### src/rtl/serial_binary_subtractor_pkg.sv
// Shared types and the single-bit subtract primitive for the serial subtractor.
package sub_pkg;

    // Controller states: waiting, shifting one bit per clock, result presented.
    typedef enum logic [1:0] {
        IDLE  = 2'd0,
        SHIFT = 2'd1,
        DONE  = 2'd2
    } state_t;

    // One full-subtractor step: returns {difference bit, borrow out}.
    function automatic logic [1:0] full_sub(input logic x, input logic y, input logic br);
        logic d;
        logic bo;
        d  = x ^ y ^ br;
        bo = (~x & y) | (~(x ^ y) & br);
        return {d, bo};
    endfunction

endpackage

### src/rtl/serial_binary_subtractor_if.sv
// Start/busy/done handshake plus operand and result buses of the serial subtractor.
interface serial_binary_subtractor_if #(
    parameter int WIDTH = 4
);
    logic             start;
    logic [WIDTH-1:0] a;
    logic [WIDTH-1:0] b;
    logic             bin;
    logic             busy;
    logic             done;
    logic [WIDTH-1:0] diff;
    logic             bout;

    // Requester side: issues operands and start, observes status and result.
    modport master (
        output start, a, b, bin,
        input  busy, done, diff, bout
    );

    // Subtractor side.
    modport slave (
        input  start, a, b, bin,
        output busy, done, diff, bout
    );
endinterface

### src/rtl/serial_binary_subtractor_full_subtractor.sv
// Purely combinational one-bit full subtractor: d = x - y - bi, bo = borrow out.
module full_subtractor
    import sub_pkg::*;
(
    input  logic x,
    input  logic y,
    input  logic bi,
    output logic d,
    output logic bo
);

    // The package function is the single definition of the bit-level rule.
    assign {d, bo} = full_sub(x, y, bi);

endmodule

### src/rtl/serial_binary_subtractor.sv
// Bit-serial WIDTH-bit subtractor: diff = a - b - bin, LSB first, one bit per clock.
// Operands are captured on an accepted start; result registers only update on entry
// to DONE so the outputs never expose a partially built difference.
module serial_binary_subtractor
    import sub_pkg::*;
#(
    parameter int WIDTH = 4
) (
    input  logic                     clk,
    input  logic                     rst,
    serial_binary_subtractor_if.slave bus
);

    localparam int CNT_W = (WIDTH > 1) ? $clog2(WIDTH) : 1;
    // The partial register only needs the first WIDTH-1 result bits; the last bit
    // goes straight from the cell into the output register.
    localparam int PW    = (WIDTH > 1) ? WIDTH - 1 : 1;
    localparam logic [CNT_W-1:0] LAST_CNT = CNT_W'(WIDTH - 1);

    state_t           state_q;
    logic [CNT_W-1:0] cnt_q;
    logic [WIDTH-1:0] sa_q;
    logic [WIDTH-1:0] sb_q;
    logic             br_q;
    logic [PW-1:0]    res_q;
    logic [WIDTH-1:0] diff_q;
    logic             bout_q;
    logic             busy_q;
    logic             done_q;

    logic             d_bit;
    logic             bo_bit;
    logic [PW-1:0]    res_d;
    logic [WIDTH-1:0] diff_d;

    full_subtractor u_fs (
        .x  (sa_q[0]),
        .y  (sb_q[0]),
        .bi (br_q),
        .d  (d_bit),
        .bo (bo_bit)
    );

    // New difference bit enters at the MSB of the partial result, so after the last
    // shift the bits sit in their natural order below the final bit.
    generate
        if (WIDTH == 1) begin : g_w1
            assign res_d  = res_q;
            assign diff_d = d_bit;
        end else if (WIDTH == 2) begin : g_w2
            assign res_d  = d_bit;
            assign diff_d = {d_bit, res_q};
        end else begin : g_wn
            assign res_d  = {d_bit, res_q[PW-1:1]};
            assign diff_d = {d_bit, res_q};
        end
    endgenerate

    // Controller, counter, operand shifters and registered outputs.
    always_ff @(posedge clk) begin
        if (rst) begin
            state_q <= IDLE;
            cnt_q   <= '0;
            sa_q    <= '0;
            sb_q    <= '0;
            br_q    <= 1'b0;
            res_q   <= '0;
            diff_q  <= '0;
            bout_q  <= 1'b0;
            busy_q  <= 1'b0;
            done_q  <= 1'b0;
        end else begin
            case (state_q)
                IDLE, DONE: begin
                    done_q <= 1'b0;
                    if (bus.start) begin
                        state_q <= SHIFT;
                        busy_q  <= 1'b1;
                        sa_q    <= bus.a;
                        sb_q    <= bus.b;
                        br_q    <= bus.bin;
                        cnt_q   <= '0;
                        res_q   <= '0;
                    end else begin
                        state_q <= IDLE;
                        busy_q  <= 1'b0;
                    end
                end
                SHIFT: begin
                    sa_q  <= sa_q >> 1;
                    sb_q  <= sb_q >> 1;
                    br_q  <= bo_bit;
                    res_q <= res_d;
                    if (cnt_q == LAST_CNT) begin
                        state_q <= DONE;
                        busy_q  <= 1'b0;
                        done_q  <= 1'b1;
                        diff_q  <= diff_d;
                        bout_q  <= bo_bit;
                    end else begin
                        cnt_q <= cnt_q + 1'b1;
                    end
                end
                default: begin
                    state_q <= IDLE;
                    busy_q  <= 1'b0;
                    done_q  <= 1'b0;
                end
            endcase
        end
    end

    assign bus.busy = busy_q;
    assign bus.done = done_q;
    assign bus.diff = diff_q;
    assign bus.bout = bout_q;

endmodule

### src/flat_wrapper.sv
// flat-port wrapper written by rule: the top's interface ports become plain ports
module serial_binary_subtractor_flat import sub_pkg::*;
#(
    parameter int WIDTH = 4
)
  (clk, rst, bus_start, bus_a, bus_b, bus_bin, bus_busy, bus_done, bus_diff, bus_bout);
  serial_binary_subtractor_if #(.WIDTH(WIDTH)) bus_i ();
  input  logic clk;
  input  logic rst;
  input wire logic [$bits(bus_i.start)-1:0] bus_start;
  input wire logic [$bits(bus_i.a)-1:0] bus_a;
  input wire logic [$bits(bus_i.b)-1:0] bus_b;
  input wire logic [$bits(bus_i.bin)-1:0] bus_bin;
  output wire logic [$bits(bus_i.busy)-1:0] bus_busy;
  output wire logic [$bits(bus_i.done)-1:0] bus_done;
  output wire logic [$bits(bus_i.diff)-1:0] bus_diff;
  output wire logic [$bits(bus_i.bout)-1:0] bus_bout;
  assign bus_i.start = bus_start;
  assign bus_i.a = bus_a;
  assign bus_i.b = bus_b;
  assign bus_i.bin = bus_bin;
  assign bus_busy = bus_i.busy;
  assign bus_done = bus_i.done;
  assign bus_diff = bus_i.diff;
  assign bus_bout = bus_i.bout;
  serial_binary_subtractor #(.WIDTH(WIDTH)) u_core (.clk(clk), .rst(rst), .bus(bus_i));
endmodule
### config.mk
export PLATFORM = sky130hd
export DESIGN_NAME = serial_binary_subtractor_flat
export DESIGN_NICKNAME = d
export VERILOG_FILES = /design/src/rtl/serial_binary_subtractor_pkg.sv /design/src/rtl/serial_binary_subtractor_if.sv /design/src/rtl/serial_binary_subtractor_full_subtractor.sv /design/src/rtl/serial_binary_subtractor.sv /design/src/flat_wrapper.sv
export SDC_FILE = /design/constraint.sdc
export NUM_CORES = 1
export LEC_CHECK = 0
export BUFFER_PORTS_ARGS = -buffer_cell sky130_fd_sc_hd__buf_4
export CAP_MARGIN = 20
export CORE_MARGIN = 2
export CORE_UTILIZATION = 50
export CTS_CLUSTER_SIZE = 14
export DETAILED_ROUTE_END_ITERATION = 7
export PLACE_DENSITY = 0.74
export SYNTH_ARGS = -nofsm -noshare
export SYNTH_HDL_FRONTEND = slang
export SYNTH_SLANG_ARGS = --single-unit
### constraint.sdc
create_clock -name clk -period 3.3 [get_ports clk]
set_clock_uncertainty 0.2 [all_clocks]
set_input_delay 0.33 -clock clk [delete_from_list [all_inputs] [get_ports clk]]
set_output_delay 0.33 -clock clk [all_outputs]
set_load 0.05 [all_outputs]
==> flow_summary.yaml <==
route:
  vias_per_cell: 5.15
  drt_iter0_drc: 14
  wirelength_um: 1750
  dr.pass1.iters: 4
  vias: 768
  drc: 0
  ant_nets: 0
  routedWlPerCell_um: 11.7
yosys:
  syn_inst: 110
  yosysMostFrequentCell: "dfxtp_1"
  yosysWarnings: 0
  synthTopCellsByArea: "dfxtp_1, nand2_1, a21oi_1, a311oi_1, nand3_1"
  synth-main-ff-cell: "dfxtp_1"
  synth_area_um2: 943
  synth.distinct_cells: 21
  syn_nets: 124
  synth-seq-cells: 23
  yosys.area.top_type_share: 0.488
  ys_top_cells_by_count: "dfxtp_1, nand2_1, a21oi_1"
  yosysSeqAreaShare: 0.488
  synthArstFlopShare: 0
  avgSynthCellArea_um2: 8.58
  synth_edf_count: 0
  netlist.top_cell.by_area: "dfxtp_1"
floorplanning:
  rows: 15
  pin_count: 19
  core_region_area_mm2: 0.00175
  dieWidth_um: 47.4
  dieHeight_um: 47.4
  floorplan.initialDensity: 0.541
  die_area_mm2: 0.00225
pwr:
  pwr-share-clk: 0.256
  power.density_mw_per_mm2: 460
  p_seq_frac: 0.603
  p_comb_frac: 0.141
  ir_worst_vdd_mv: 0.263
  p_int_uw: 369
  leakagePower_nw: 0.417
  netSwitchingPower_uw: 130
  switching_share: 0.261
place:
  placed_area_mm2: 0.00106
  dp_hpwl_um: 1160
  io_buffer_count: 18
  gp_congestion: 0.750
sta:
  setup-tns-final_ns: 0
  slew_violations: 0
  tightest_slew_ns: 0.755
  period_share: 0.495
  slew_headroom: 0.496
  rsz0062_at_grt: "false"
  setup_viol: 0
  hold_viol: 0
  min_period_ns: 1.63
  timing.fmax_mhz: 612
setup_path:
  path_cells: "nand2b_1 -> nor2_1 -> a311oi_1"
  setup.worst_path.end_class: "register"
  worst_path_max_delay_cell: "nand2b_1"
  cp-start-kind: "register"
  cp.arrival_ns: 1.66
  crit_start: "u_core.state_q[1]"
  path_max_fanout: 21
  required_ns: 3.33
  max_stage_delay_ns: 0.62
  path_class: "reg -> reg"
  r2r_start: "u_core.state_q[1]"
cts:
  htree_levels: 1
  clockBufferDepth: 2
  tritoncts: "built"
  ctsHoldBuffers: 0
  cts_root_buf: "clkbuf_4"
  cts_buffers: 3
  cts_resized: 0
  clkSlewWorstSetupHoldPaths_ns: 0.12
  clk_latency_ns: 0.31
  cts_setup_buffers: 0
  cts.sinks: 23
global_routing:
  grt_pass1_wl_um: 2850
  grt_usage: 0.180
  antenna_found_initial: 0
  overflow: 0
  first_global_vias: 679
  grt_max_degree: 24
flow_run:
  cap_viol_max_count: 0
layout:
  final_area_mm2: 0.00108
  diodes: 0
  drive_above_1_share: 0.185
  nFillCells: 163
  syn2layout_area_growth_pct: 15.0
  finalNetCount: 139
worst_hold_path:
  min_from: "bus_b[3]"
  hold_path.class: "in -> reg"
status:
  status: "finished, final reports clean"
==> flip-flops by register name, indices dropped and copies added (netlist names) <==
signal and cells:
u_core.bus.bout 1, u_core.br_q 1, u_core.res_q 3, u_core.bus.diff 4, u_core.state_q 2, u_core.cnt_q 2
u_core.sa_q 4, u_core.bus.done 1, u_core.sb_q 4, u_core.bus.busy 1
==> cell usage in the layout, fill, tap and decap left out, types with 3 or more instances in the layout <==
| cell | count |
|---|---|
| clkbuf_4 | 3 |
| a311oi_1 | 7 |
| nand2_1 | 22 |
| a21oi_1 | 14 |
| nand3_1 | 10 |
| dfxtp_1 | 23 |
| buf_4 | 18 |
| nor2_1 | 10 |
| nand3b_1 | 3 |
==> worst max-delay path, delay by kind of cell, from the launching register on <==
kind | cells | cell delay, ns
flops | 1 | 0.39
simple gates | 2 | 0.72
compound gates | 1 | 0.25
==> area by class of cell <==
class / count / area (um2) / area share
multi-input cells: 77 / 424 / 0.391
clock buffers: 4 / 26.3 / 0.0242
well taps: 25 / 31.3 / 0.0288
flip-flops and latches: 23 / 460 / 0.424
inverters: 2 / 7.51 / 0.00692
repair buffers: 18 / 135 / 0.125
==> power by group through the flow <==
stage	Combinational (mW)	Clock (mW)	Sequential, mW
floorplan	0.0514	0	0.308
global placement	0.0689	0	0.307
detailed placement	0.0707	0	0.307
CTS	0.0708	0.132	0.301
global route	0.0789	0.145	0.303
finish	0.0704	0.128	0.301
==> per-stage QoR <==
stage                     total power [mW]  instances  hold WS (ns)  setup WS, ns  utilization
after floorplan                      0.360        110         0.202          1.88            -
after global placement               0.375        145         0.243          1.67        0.606
after detailed placement             0.378        145         0.249          1.62        0.606
after CTS                            0.503        149        0.0497          1.67        0.622
after global routing                 0.527        149        0.0553          1.50        0.622
final                                0.499        149        0.0603          1.67        0.622
==> per-layer routing <==
metal | part of all wire | track usage
met5 | 0 | 0
met4 | 0.019 | 0.0833
met3 | 0.033 | 0.0340
met2 | 0.45 | 0.289
met1 | 0.50 | 0.234
==> cells by family after synthesis <==
logic type	after synthesis	share of synthesized area
flops	23	0.488
buf+inv	10	0.0623
simple gates	53	0.267
compound gates	22	0.149
fa+ha+maj	2	0.0345
==> worst paths after layout <==
kind / cells past startpoint / slack [ns] / end
setup / recovery: 3 / 1.67 / u_core.sb_q[1]
hold / removal: 3 / 0.06 / u_core.sb_q[3]
setup reg to reg: 3 / 1.67 / u_core.sb_q[1]
hold reg to reg: 2 / 0.27 / u_core.bus.diff[2]
(Power assumes the default switching activity.)
